$ cat config.mk
export PLATFORM = sky130hd
export DESIGN_NAME = key_scan_decoder
export DESIGN_NICKNAME = d
export VERILOG_FILES = /design/src/rtl/key_pkg.sv /design/src/rtl/key_index_decoder.sv /design/src/rtl/key_scan_decoder.sv
export SDC_FILE = /design/constraint.sdc
export NUM_CORES = 1
export LEC_CHECK = 0
export ABC_CLOCK_PERIOD_IN_PS = 1800
export CORE_MARGIN = 2
export CORE_UTILIZATION = 46
export CTS_CLUSTER_DIAMETER = 30
export DETAILED_ROUTE_END_ITERATION = 16
export HOLD_SLACK_MARGIN = 0.05
export PLACE_DENSITY = 0.78
export SYNTH_ARGS = -nofsm -noshare
export SYNTH_HDL_FRONTEND = slang
export SYNTH_HIERARCHICAL = 1
export SYNTH_SLANG_ARGS = --single-unit
$ cat constraint.sdc
create_clock -name clk -period 1.8 [get_ports clk]
set_input_delay 0.18 -clock clk [delete_from_list [all_inputs] [get_ports clk]]
set_output_delay 0.18 -clock clk [all_outputs]
set_load 0.01 [all_outputs]
$ cat src/rtl/key_pkg.sv
// rtl/key_pkg.sv - shared state encoding, width helpers and invalid-key constant for the keypad front end
package key_pkg;

    typedef enum logic [1:0] {
        ST_IDLE    = 2'd0,
        ST_SETTLE  = 2'd1,
        ST_HELD    = 2'd2,
        ST_RELEASE = 2'd3
    } key_state_e;

    // Sliced down to the key-number width by each user; all-ones never collides with a real index.
    localparam logic [31:0] KEY_INVALID_ALL = '1;

    function automatic int clog2(input int v);
        int r;
        r = 0;
        for (int i = 0; i < 31; i++) begin
            if ((1 << i) < v) r = i + 1;
        end
        return r;
    endfunction

    function automatic int max1(input int v);
        return (v < 1) ? 1 : v;
    endfunction

endpackage

$ cat src/rtl/key_index_decoder.sv
// rtl/key_index_decoder.sv - combinational {col,row} to linear key index with range check
module key_index_decoder
    import key_pkg::*;
#(
    parameter int ROWS = 3,
    parameter int COLS = 3,
    localparam int RW = max1(clog2(ROWS)),
    localparam int CW = max1(clog2(COLS)),
    localparam int NW = clog2(ROWS * COLS + 1)
) (
    input  logic [CW+RW-1:0] code,
    output logic [NW-1:0]    number,
    output logic             in_range
);

    localparam logic [31:0] ROWS_U = 32'(ROWS);
    localparam logic [31:0] COLS_U = 32'(COLS);

    logic [RW-1:0] row;
    logic [CW-1:0] col;

    assign row      = code[RW-1:0];
    assign col      = code[CW+RW-1:RW];
    assign in_range = (32'(row) < ROWS_U) && (32'(col) < COLS_U);
    assign number   = NW'(32'(row) * COLS_U + 32'(col));

endmodule

$ cat src/rtl/key_scan_decoder.sv
// rtl/key_scan_decoder.sv - debounced keypad scanner with press pulses, auto-repeat and range errors
module key_scan_decoder
    import key_pkg::*;
#(
    parameter int ROWS            = 3,
    parameter int COLS            = 3,
    parameter int DEBOUNCE_CYCLES = 4,
    parameter int REPEAT_CYCLES   = 0,
    localparam int RW = max1(clog2(ROWS)),
    localparam int CW = max1(clog2(COLS)),
    localparam int NW = clog2(ROWS * COLS + 1)
) (
    input  logic             clk,
    input  logic             resetn,
    input  logic             key_down,
    input  logic [CW+RW-1:0] key_code,
    output logic [NW-1:0]    key_number,
    output logic             key_valid,
    output logic             key_press,
    output logic             key_error
);

    localparam int KW  = CW + RW;
    localparam int CNW = max1(clog2(DEBOUNCE_CYCLES));
    localparam int RPW = max1(clog2(REPEAT_CYCLES));
    localparam logic [CNW-1:0] CNT_LAST  = CNW'(DEBOUNCE_CYCLES - 1);
    localparam logic [RPW-1:0] RPT_LAST  = RPW'((REPEAT_CYCLES > 0) ? REPEAT_CYCLES - 1 : 0);
    localparam logic [NW-1:0]  INVALID   = KEY_INVALID_ALL[NW-1:0];
    localparam bit             REPEAT_EN = (REPEAT_CYCLES > 0);

    key_state_e     state, state_d;
    logic [KW-1:0]  cand, cand_d;
    logic [CNW-1:0] cnt, cnt_d;
    logic [RPW-1:0] rpt, rpt_d;
    logic [NW-1:0]  number_d;
    logic           valid_d, press_d, error_d;
    logic [NW-1:0]  dec_number;
    logic           dec_in_range;
    logic           stay, accept, rpt_fire, rel_done;

    key_index_decoder #(
        .ROWS (ROWS),
        .COLS (COLS)
    ) u_index (
        .code     (cand),
        .number   (dec_number),
        .in_range (dec_in_range)
    );

    // "stay" means the sample still matches the candidate key being debounced or held.
    assign stay     = key_down && (key_code == cand);
    assign accept   = (state == ST_SETTLE) && stay && (cnt == CNT_LAST);
    assign rpt_fire = (state == ST_HELD) && stay && REPEAT_EN && key_valid && (rpt == RPT_LAST);
    assign rel_done = (state == ST_RELEASE) && !stay && (cnt == CNT_LAST);

    always_ff @(posedge clk or negedge resetn) begin
        if (!resetn) begin
            state      <= ST_IDLE;
            cand       <= '0;
            cnt        <= '0;
            rpt        <= '0;
            key_number <= INVALID;
            key_valid  <= 1'b0;
            key_press  <= 1'b0;
            key_error  <= 1'b0;
        end else begin
            state      <= state_d;
            cand       <= cand_d;
            cnt        <= cnt_d;
            rpt        <= rpt_d;
            key_number <= number_d;
            key_valid  <= valid_d;
            key_press  <= press_d;
            key_error  <= error_d;
        end
    end

    always_comb begin
        state_d = state;
        cand_d  = cand;
        cnt_d   = cnt;
        rpt_d   = rpt;
        case (state)
            ST_IDLE: begin
                if (key_down) begin
                    state_d = ST_SETTLE;
                    cand_d  = key_code;
                    cnt_d   = CNW'(1);
                end
            end
            ST_SETTLE: begin
                if (!key_down) begin
                    state_d = ST_IDLE;
                end else if (key_code != cand) begin
                    cand_d = key_code;
                    cnt_d  = CNW'(1);
                end else if (cnt == CNT_LAST) begin
                    state_d = ST_HELD;
                    rpt_d   = '0;
                end else begin
                    cnt_d = cnt + 1'b1;
                end
            end
            ST_HELD: begin
                if (!stay) begin
                    state_d = ST_RELEASE;
                    cnt_d   = CNW'(1);
                end else if (REPEAT_EN && key_valid) begin
                    rpt_d = (rpt == RPT_LAST) ? '0 : rpt + 1'b1;
                end
            end
            ST_RELEASE: begin
                // A matching sample here is contact bounce: resume holding, repeat phase kept.
                if (stay) begin
                    state_d = ST_HELD;
                end else if (cnt == CNT_LAST) begin
                    state_d = ST_IDLE;
                end else begin
                    cnt_d = cnt + 1'b1;
                end
            end
            default: state_d = ST_IDLE;
        endcase
    end

    always_comb begin
        number_d = key_number;
        valid_d  = key_valid;
        press_d  = 1'b0;
        error_d  = 1'b0;
        if (accept) begin
            if (dec_in_range) begin
                number_d = dec_number;
                valid_d  = 1'b1;
                press_d  = 1'b1;
            end else begin
                number_d = INVALID;
                valid_d  = 1'b0;
                error_d  = 1'b1;
            end
        end
        if (rpt_fire) press_d = 1'b1;
        if (rel_done) begin
            number_d = INVALID;
            valid_d  = 1'b0;
        end
    end

endmodule
==> results.cfg <==
[status]
status = complete, but fails checks
failed_checks = negative setup slack

[cells_and_area]
finalCoreUtilization_pct = 62.3
multi_input_area_um2 = 442
diodes = 0
layout_common_cells = clkdlybuf4s50_1, dfrtp_1, nor2_1, buf_4, inv_1
regArea_um2 = 380
layout_commonest_cell = clkdlybuf4s50_1
final_cells = 128
fin_nets = 116
nFillCells = 158
area_growth_pct = 25.9
drive_above_1_share_pct = 25.2

[routing]
wl_per_cell_um = 12.7
vias = 680
vias_per_cell = 5.31
remaining_drc_errors = 0
dr.pass1.iters = 4
dr.first_iter.drc_count = 10
antenna_left = 0
routed_wl_mm = 1.62

[worst_setup_path]
crit_path_end_kind = register
worstPathMaxFanout = 2
crit_buf_inv = 2
startpoint_type = register
cp_common_cell = fa_1
critical_path.cell_chain = inv_2 -> fa_1 -> inv_1 -> ha_2 -> fa_1 -> a2bb2oi_1
crit_path_top_delay_cell = fa_1
critPathKind = reg2reg
cp_top_family = adder cells
critPathArrivalTime_ns = 2.05
cp_slowest_stage_delay_ns = 0.52
cp.required_ns = 2.02

[sta]
finalHoldViolCount = 0
hold_ws_ns = 0.304
worst_pin_slew_ns = 0.690
fin_crit_sh_pct = 102
fmaxAchievable_ghz = 0.546
rsz0062_at_grt = yes
slew_viol_final = 0
setup_ws_ns = -0.0299
clock_skew_ns = 0.00617
relSlewSlack_pct = 53.9
finalSetupViolations = 1
period_minus_slack_ns = 1.83

[pwr]
p_per_area_mw_per_mm2 = 1140
leakage_nw = 0.478
finalPower_mw = 1.25
vdd.ir_drop.worst_mv = 0.746

[clocking]
cts_buffer_depth = 2
cts_made_buffers = 3
clk_pin_slew_worst_paths_ns = 0.09
cts-htree-levels = 1
cts_setup_buffers = 0
clkSinkCount = 15
worstSkewPairLatency_ns = 0.29
postCtsHoldBufs = 0
cts_root_buf = clkbuf_4
cts_tree = built

[synthesis]
ys_seq_area_share_pct = 43.6
synth_cell_types = 32
syn_nets = 94
synthFlopType = dfrtp_1
syn_area_um2 = 873
ys_seq_elements = 15
synth_cells = 82
ys_warn_count = 6
synth_edf_count = 0
async_reset_ff_share_pct = 100
syn_avg_cell_area_um2 = 10.7

[die]
io_pins = 14
die_h_um = 47.6
die_w_um = 47.6
dieArea_mm2 = 0.00226
rows = 15
start_util_pct = 49.5
core_mm2 = 0.00176

[grt]
grt_pass1_wl_mm = 2.79
grt_pass1_vias = 650
grt_overflow = 0
gr-usage-all-layers_pct = 18.1
antenna_found_initial = 0
grt_max_degree = 16

[min_path]
min_path_type = in2async

[place]
dp.cells = 124
place.port_buffers = 13
dp_hpwl_mm = 1.25
gp_congestion = 0.868

[flow_run]
maxCapViolCount = 0
[metal layers]
layer,vias to the layer above,global-route usage (%),share of wire [%]
met1,329,21.7,43
met4,0,9.19,0.62
met3,2,5.66,4.1
met2,15,29.5,53
met5,-,0,0
li1,334,-,-
[final cells by class]
type                       count  area share, %
clock buffer                   4           2.39
timing repair buffer          21           17.3
tap                           25           2.84
multi-input combinational     55           40.2
inverter                       8           2.73
sequential                    15           34.6
[cell families (layout without fill, tap and decap cells)]
family / Yosys count / count (layout) / synth area share, %
AOI/OAI and AO/OA: 13 / 13 / 13.2
xor gates and xnor gates: 4 / 4 / 4.01
adders and majority gates: 5 / 5 / 8.88
buffers and inverters: 12 / 33 / 6.16
DFF: 15 / 15 / 43.6
muxes: 7 / 7 / 8.74
and+or+nand+nor: 26 / 26 / 15.5
[worst paths after layout]
path                          startpoint            end  slack [ns]  cells after the start
hold / removal                    resetn         cnt[0]        0.30                      1
hold reg to reg            key_number[2]  key_number[2]        0.53                      2
setup reg to reg                 cand[3]  key_number[2]       -0.03                      6
max in group asynchronous         resetn        cand[3]        1.05                      1
min in group clk           key_number[2]  key_number[2]        0.53                      2
setup / recovery                 cand[3]  key_number[2]       -0.03                      6
[report_power, final]
group	leakage [nW]	internal (mW)	total [mW]	switching [mW]
clock	0.0150	0.0861	0.192	0.106
combinational	0.290	0.293	0.532	0.238
sequential	0.173	0.436	0.526	0.0899
total	0.478	0.816	1.25	0.434
[synthesized netlist by cell type (2+ instances only)]
cell type | n | area share (%)
nand4_1 | 2 | 1.4
clkbuf_1 | 2 | 0.86
dfrtp_1 | 11 | 32
fa_1 | 2 | 4.6
dfstp_2 | 4 | 12
nor2_1 | 8 | 3.4
nand2_1 | 5 | 2.1
mux2_2 | 5 | 6.4
ha_1 | 3 | 4.3
inv_1 | 8 | 3.4
xor2_1 | 4 | 4.0
o311ai_0 | 2 | 2.0
a2bb2oi_1 | 4 | 4.0
nand3_1 | 3 | 1.7
mux2i_1 | 2 | 2.3
[per-stage QoR]
stage	worst slack, ns	TNS (ns)	area [um2]
floorplan	-0.0738	-0.0738	876
global placement	-0.000876	-0.000876	1070
detailed placement	-0.0253	-0.0253	1070
CTS	-0.0362	-0.0362	1100
global route	-0.0898	-0.115	1100
finish	-0.0299	-0.0299	1100
[sequential cells by signal (all words and copies together) (netlist names)]
signal	cells
cand	4
cnt	2
key_error	1
key_number	4
key_press	1
key_valid	1
state	2
[timing repair]
item	CTS	global route
setup endpoints to repair	1	3
resized for setup	1	0
hold endpoints to repair	0	0
[worst register-to-register path: stages (launching register included)]
cell and delay, ns:
dfrtp_1 0.36, inv_2 0.04, fa_1 0.52, inv_1 0.04, ha_2 0.17, fa_1 0.47, a2bb2oi_1 0.16
(Power assumes the default switching activity.)
